[config.mk]
export PLATFORM = sky130hd
export DESIGN_NAME = dmem_responder
export DESIGN_NICKNAME = d
export VERILOG_FILES = /design/src/rtl/dmem_responder.sv
export SDC_FILE = /design/constraint.sdc
export NUM_CORES = 2
export LEC_CHECK = 0
export ABC_AREA = 0
export CORE_MARGIN = 5
export CORE_UTILIZATION = 40
export CTS_BUF_LIST = sky130_fd_sc_hd__clkbuf_8
export DETAILED_ROUTE_END_ITERATION = 16
export HOLD_SLACK_MARGIN = 0.15
export SYNTH_ARGS = -nofsm -noshare
export SYNTH_HDL_FRONTEND = slang
export SYNTH_SLANG_ARGS = --single-unit
export TNS_END_PERCENT = 100
[constraint.sdc]
create_clock -name clk -period 4 [get_ports clk]
set_input_delay 0.8 -clock clk [delete_from_list [all_inputs] [get_ports clk]]
set_output_delay 0.8 -clock clk [all_outputs]
set_load 0.01 [all_outputs]
[src/rtl/dmem_responder.sv]
// dmem_responder: stallable data-memory target for the core's dmem port.
// Accepts one load/store at a time on a valid/ready request channel and
// returns a completion on a valid/ready response channel after WAIT_STATES
// wait cycles. The RAM is word-organised with per-byte store enables.
//
// Build option: define DMEM_ERR_CHECK_EN to flag misaligned and
// out-of-range addresses on rsp_err (such requests do not touch memory).
// Without it rsp_err is tied low, addr[1:0] is ignored and the word index
// wraps modulo 2**DEPTH_LOG2.
module dmem_responder #(
  parameter int WIDTH       = 32,
  parameter int DEPTH_LOG2  = 6,
  parameter int WAIT_STATES = 2
) (
  input  logic               clk,
  input  logic               reset,
  input  logic               req_valid,
  output logic               req_ready,
  input  logic               req_write,
  input  logic [WIDTH-1:0]   req_addr,
  input  logic [WIDTH-1:0]   req_wdata,
  input  logic [WIDTH/8-1:0] req_be,
  output logic               rsp_valid,
  input  logic               rsp_ready,
  output logic [WIDTH-1:0]   rsp_rdata,
  output logic               rsp_err,
  output logic               busy
);

  localparam int NB    = WIDTH / 8;
  localparam int DEPTH = 1 << DEPTH_LOG2;
  localparam logic [3:0] WS_CNT = 4'(WAIT_STATES);

  typedef enum logic [1:0] {
    S_IDLE = 2'd0,
    S_WAIT = 2'd1,
    S_RESP = 2'd2
  } state_e;

  state_e             state_q, state_d;
  logic [3:0]         cnt_q, cnt_d;
  logic               write_q, write_d;
  logic [WIDTH-1:0]   addr_q, addr_d;
  logic [WIDTH-1:0]   wdata_q, wdata_d;
  logic [NB-1:0]      be_q, be_d;
  logic [WIDTH-1:0]   rsp_rdata_q, rsp_rdata_d;
  logic               rsp_err_q, rsp_err_d;

  logic [WIDTH-1:0]   mem [DEPTH];

  // Request fields seen by the memory access. With zero wait states the
  // access happens on the accept edge itself, so the live inputs are used
  // while in IDLE and the latched copy otherwise.
  logic               acc_write;
  logic [WIDTH-1:0]   acc_addr;
  logic [WIDTH-1:0]   acc_wdata;
  logic [NB-1:0]      acc_be;
  logic               acc_err;
  logic [DEPTH_LOG2-1:0] acc_idx;
  logic               enter_resp;
  logic               mem_we;

  assign acc_write = (state_q == S_IDLE) ? req_write : write_q;
  assign acc_addr  = (state_q == S_IDLE) ? req_addr  : addr_q;
  assign acc_wdata = (state_q == S_IDLE) ? req_wdata : wdata_q;
  assign acc_be    = (state_q == S_IDLE) ? req_be    : be_q;
  assign acc_idx   = acc_addr[DEPTH_LOG2+1:2];

`ifdef DMEM_ERR_CHECK_EN
  assign acc_err = (acc_addr[1:0] != 2'b00) ||
                   (acc_addr[WIDTH-1:DEPTH_LOG2+2] != '0);
`else
  // Alignment and upper address bits are deliberately ignored here.
  logic unused_addr_bits;
  assign unused_addr_bits = ^{acc_addr[WIDTH-1:DEPTH_LOG2+2], acc_addr[1:0]};
  assign acc_err = 1'b0;
`endif

  // Next-state, request capture and response-register logic.
  always_comb begin
    // NOTE: every signal gets a default first so no path leaves it unassigned (no latch).
    state_d     = state_q;
    cnt_d       = cnt_q;
    write_d     = write_q;
    addr_d      = addr_q;
    wdata_d     = wdata_q;
    be_d        = be_q;
    rsp_rdata_d = rsp_rdata_q;
    rsp_err_d   = rsp_err_q;

    case (state_q)
      S_IDLE: begin
        if (req_valid) begin
          write_d = req_write;
          addr_d  = req_addr;
          wdata_d = req_wdata;
          be_d    = req_be;
          cnt_d   = WS_CNT;
          state_d = (WS_CNT != 4'd0) ? S_WAIT : S_RESP;
        end
      end
      S_WAIT: begin
        cnt_d = cnt_q - 4'd1;
        if (cnt_q <= 4'd1) state_d = S_RESP;
      end
      S_RESP: begin
        if (rsp_ready) begin
          state_d     = S_IDLE;
          rsp_rdata_d = '0;
          rsp_err_d   = 1'b0;
        end
      end
      default: state_d = S_IDLE;
    endcase

    // The single memory access happens on the edge that enters RESP.
    enter_resp = (state_d == S_RESP) && (state_q != S_RESP);
    mem_we     = enter_resp && acc_write && !acc_err;
    if (enter_resp) begin
      rsp_err_d   = acc_err;
      rsp_rdata_d = (!acc_write && !acc_err) ? mem[acc_idx] : '0;
    end
  end

  // State and response registers with synchronous reset.
  always_ff @(posedge clk) begin
    if (reset) begin
      state_q     <= S_IDLE;
      cnt_q       <= '0;
      write_q     <= 1'b0;
      addr_q      <= '0;
      wdata_q     <= '0;
      be_q        <= '0;
      rsp_rdata_q <= '0;
      rsp_err_q   <= 1'b0;
    end else begin
      // NOTE: non-blocking assignments so every register samples pre-edge values.
      state_q     <= state_d;
      cnt_q       <= cnt_d;
      write_q     <= write_d;
      addr_q      <= addr_d;
      wdata_q     <= wdata_d;
      be_q        <= be_d;
      rsp_rdata_q <= rsp_rdata_d;
      rsp_err_q   <= rsp_err_d;
    end
  end

  // Byte-masked RAM write; a reset edge suppresses any pending store.
  always_ff @(posedge clk) begin
    // NOTE: the RAM array has no reset so it can map onto memory macros.
    if (!reset && mem_we) begin
      for (int b = 0; b < NB; b++) begin
        if (acc_be[b]) mem[acc_idx][b*8 +: 8] <= acc_wdata[b*8 +: 8];
      end
    end
  end

  assign req_ready = (state_q == S_IDLE);
  assign rsp_valid = (state_q == S_RESP);
  assign busy      = (state_q != S_IDLE);
  assign rsp_rdata = rsp_rdata_q;
  assign rsp_err   = rsp_err_q;

endmodule

==> flow_summary_export.csv <==
group,metric,value,unit
status,outcome,"finished, final reports clean",
global_routing,grt_usage,0.251,
clock_network,cts_tree,"done",
floorplanning,die-area,211000,um2
finish,mostFrequentLayoutCells,"edfxtp_1 (2048), nand2_1 (774), buf_4 (648)",
sta,period_share,0.978,
pwr,p_sw_frac,0.277,
route,route.detailed.drc,0,
critical_path,r2r_cells,12,
sta,fmax,0.256,GHz
sta,finClkSkew,0.0697,ns
synthesis,synth_area,80900,um2
global_routing,grt_pass1_wl,385,mm
clock_network,clk_latency,1.08,ns
route,ant_nets,0,
finish,finalNetCount,6419,
clock_network,clk_pin_slew,0.06,ns
finish,area_growth,19.2,%
synthesis,synthTopCellsByArea,"edfxtp_1 (76%), o22ai_1 (4.1%), nand2_1 (3.8%)",
floorplanning,rows,165,
pwr,p_int,0.0364,W
finish,mostFrequentLayoutCell,"edfxtp_1",
sta,finalMaxSlewViolations,0,
placement,gp_congestion,0.890,
synthesis,synthArstFlopShare,0,
synthesis,ys_seq_area_frac,0.780,
pwr,pwr-share-seq,0.507,
route,first_pass_iters,8,
sta,slew_headroom,0.116,
sta,rsz0062_at_grt,"false",
floorplanning,die_y,460,um
clock_network,cts_resized,0,
sta,min_period,3.91,ns
global_routing,grt_overflow,0,
pwr,clkPwrFrac,0.345,
floorplanning,pin_count,109,
sta,tightest_slew,1.32,ns
min_path,min_path_cells,3,
job,cap_violations,0,
synthesis,synth_area_per_cell,14.5,um2
min_path,hold_path_class,"primary input to register",
pwr,power_switching,0.0139,W
synthesis,synthCells,5562,
synthesis,synth_fp_nets,5637,
floorplanning,core,202000,um2
synthesis,ys.flop_type,"edfxtp_1",
sta,setup_viol,0,
pwr,p_leak,32.4,nW
pwr,p_per_area,522,nW/um2
synthesis,ys_ff_latch,2129,
floorplanning,fp.dieW,460,um
critical_path,crit_fanout,39,
sta,hold_viol,0,
clock_network,cts-root-buf,"clkbuf_8",
clock_network,cts_sinks,2129,
clock_network,cts-buffers-inserted,349,
global_routing,grt_start_max_net_pins,65,
placement,dp_hpwl,169,mm
placement,io_buffer_count,81,
pwr,ir_drop,0.394,mV
pwr,pwr-share-comb,0.148,
critical_path,path_class,"register to register",
route,wl,272,mm
route,viasPerCell,5.97,
finish,drive_above_1_share,0.189,
synthesis,yosysWarnings,0,
synthesis,synth_area_leader_cell,"edfxtp_1",
route,wl_per_cell,29.3,um
synthesis,yosysUniqueCellTypes,79,
global_routing,antenna_found_initial,16,
synthesis,synth_top_area_share,0.760,
critical_path,worstSetupStartpointType,"register",
sta,setup_tns,0,ns
floorplanning,initial_utilization,0.401,
global_routing,grt_pass1_vias,53600,
clock_network,htreeDepth,5,
pwr,total_power,0.0504,W
route,vias,55400,
critical_path,end_kind,"register",
synthesis,synth_edf_count,2048,
critical_path,cp_data_arrival_time,4.90,ns
clock_network,clk_path_buf_depth,4,
critical_path,cp.required,4.98,ns
route,drt_iter0_markers,7113,
## through the flow
stage | instance area, um2 | cells | setup slack [ns] | hold slack (ns) | utilization
6_report | 96400 | 9275 | 0.0867 | 0.331 | 0.478
5_1_grt | 96400 | 9268 | 0.0146 | 0.304 | 0.478
4_1_cts | 96400 | 9267 | 0.0787 | 0.248 | 0.478
3_5_place_dp | 90200 | 8664 | -0.325 | 0.443 | 0.447
3_3_place_gp | 90200 | 8663 | -0.276 | 0.442 | 0.447
2_1_floorplan | 80900 | 5562 | 0.514 | 0.437 | -
## Yosys cell counts, types with 7 or more instances
| cell type | number |
|---|---|
| a22oi_1 | 7 |
| a22o_1 | 19 |
| o22a_1 | 27 |
| a311oi_1 | 9 |
| or4_1 | 7 |
| a211oi_1 | 24 |
| a31oi_1 | 121 |
| a32o_1 | 28 |
| buf_6 | 7 |
| buf_4 | 24 |
| clkbuf_1 | 141 |
| a32oi_1 | 34 |
| nor4_1 | 89 |
| buf_1 | 66 |
| nor2_1 | 332 |
| o31ai_1 | 10 |
| nand2_1 | 824 |
| edfxtp_1 | 2048 |
| a21oi_1 | 350 |
| nor3_1 | 289 |
| nand3_1 | 125 |
| mux2i_1 | 28 |
| o221ai_1 | 17 |
| o22ai_1 | 526 |
| nor2b_1 | 9 |
| o21ai_0 | 24 |
| and3_1 | 10 |
| dfxtp_1 | 81 |
| buf_2 | 154 |
## repair_timing
action / in CTS / in global routing
hold endpoints to repair: 5 / 0
buffers inserted: 0 / 0
hold buffers: 1 / 0
## registers in the layout, indices dropped and copies added, names as in the netlist
| signal | flops |
|---|---|
| wdata_q | 32 |
| mem | 2048 |
| cnt_q | 4 |
| rsp_rdata | 32 |
| state_q | 2 |
| be_q | 4 |
| write_q | 1 |
| addr_q | 6 |
## metal layers
layer / up-vias / wire length [um] / GRT usage
met2: 3458 / 122000 / 0.383
met5: - / 51 / 0
met3: 603 / 31100 / 0.0630
li1: 23300 / - / -
met1: 28100 / 107000 / 0.346
met4: 8 / 11500 / 0.104
## worst max-delay path, stage by stage, from the launching register on
cell and delay, ns:
dfxtp_1 0.45, buf_4 0.22, o21a_1 0.55, or2_4 0.42, buf_12 0.31, a21oi_1 0.12
a32oi_1 0.18, a31oi_1 0.10, buf_4 0.17, a2111oi_0 0.83, buf_4 0.23, a22o_1 0.11
nor2b_1 0.11
## cell type report
type / count / area, um2
Clock inverter: 231 / 1070
Clock buffer: 371 / 5110
Tap cell: 2672 / 3340
Inverter: 7 / 28.8
Antenna cell: 8 / 20.0
Multi-Input combinational cell: 3033 / 16200
Fill cell: 17400 / 105000
Timing Repair Buffer: 824 / 7560
Sequential cell: 2129 / 63100
## power groups by stage
stage | clock [W] | sequential [W] | combinational [W]
floorplan | 0 | 0.0260 | 0.00333
global placement | 0 | 0.0260 | 0.00722
detailed placement | 0 | 0.0260 | 0.00729
CTS | 0.0176 | 0.0255 | 0.00732
global route | 0.0187 | 0.0255 | 0.00774
finish | 0.0174 | 0.0255 | 0.00746
## path summary, 6_finish.rpt
path,start,to,slack [ns]
worst max register to register,state_q[1],rsp_rdata[28],0.09
worst max-delay path,state_q[1],rsp_rdata[28],0.09
worst min-delay path,req_wdata[24],wdata_q[24],0.33
worst min register to register,be_q[3],be_q[3],0.46
## kinds of logic (layout without fill, tap and decap cells)
kind of cell / after synthesis / in the layout / share of synthesized area
compound gates: 1259 / 1259 / 0.0991
fa+ha+maj: 2 / 2 / 0.000309
buf+inv: 400 / 1433 / 0.0227
flops: 2129 / 2129 / 0.780
mux: 38 / 38 / 0.00521
other cells: 1 / 9 / 0.0000463
simple gates: 1733 / 1733 / 0.0927
Power figures use the tool's default switching activity.
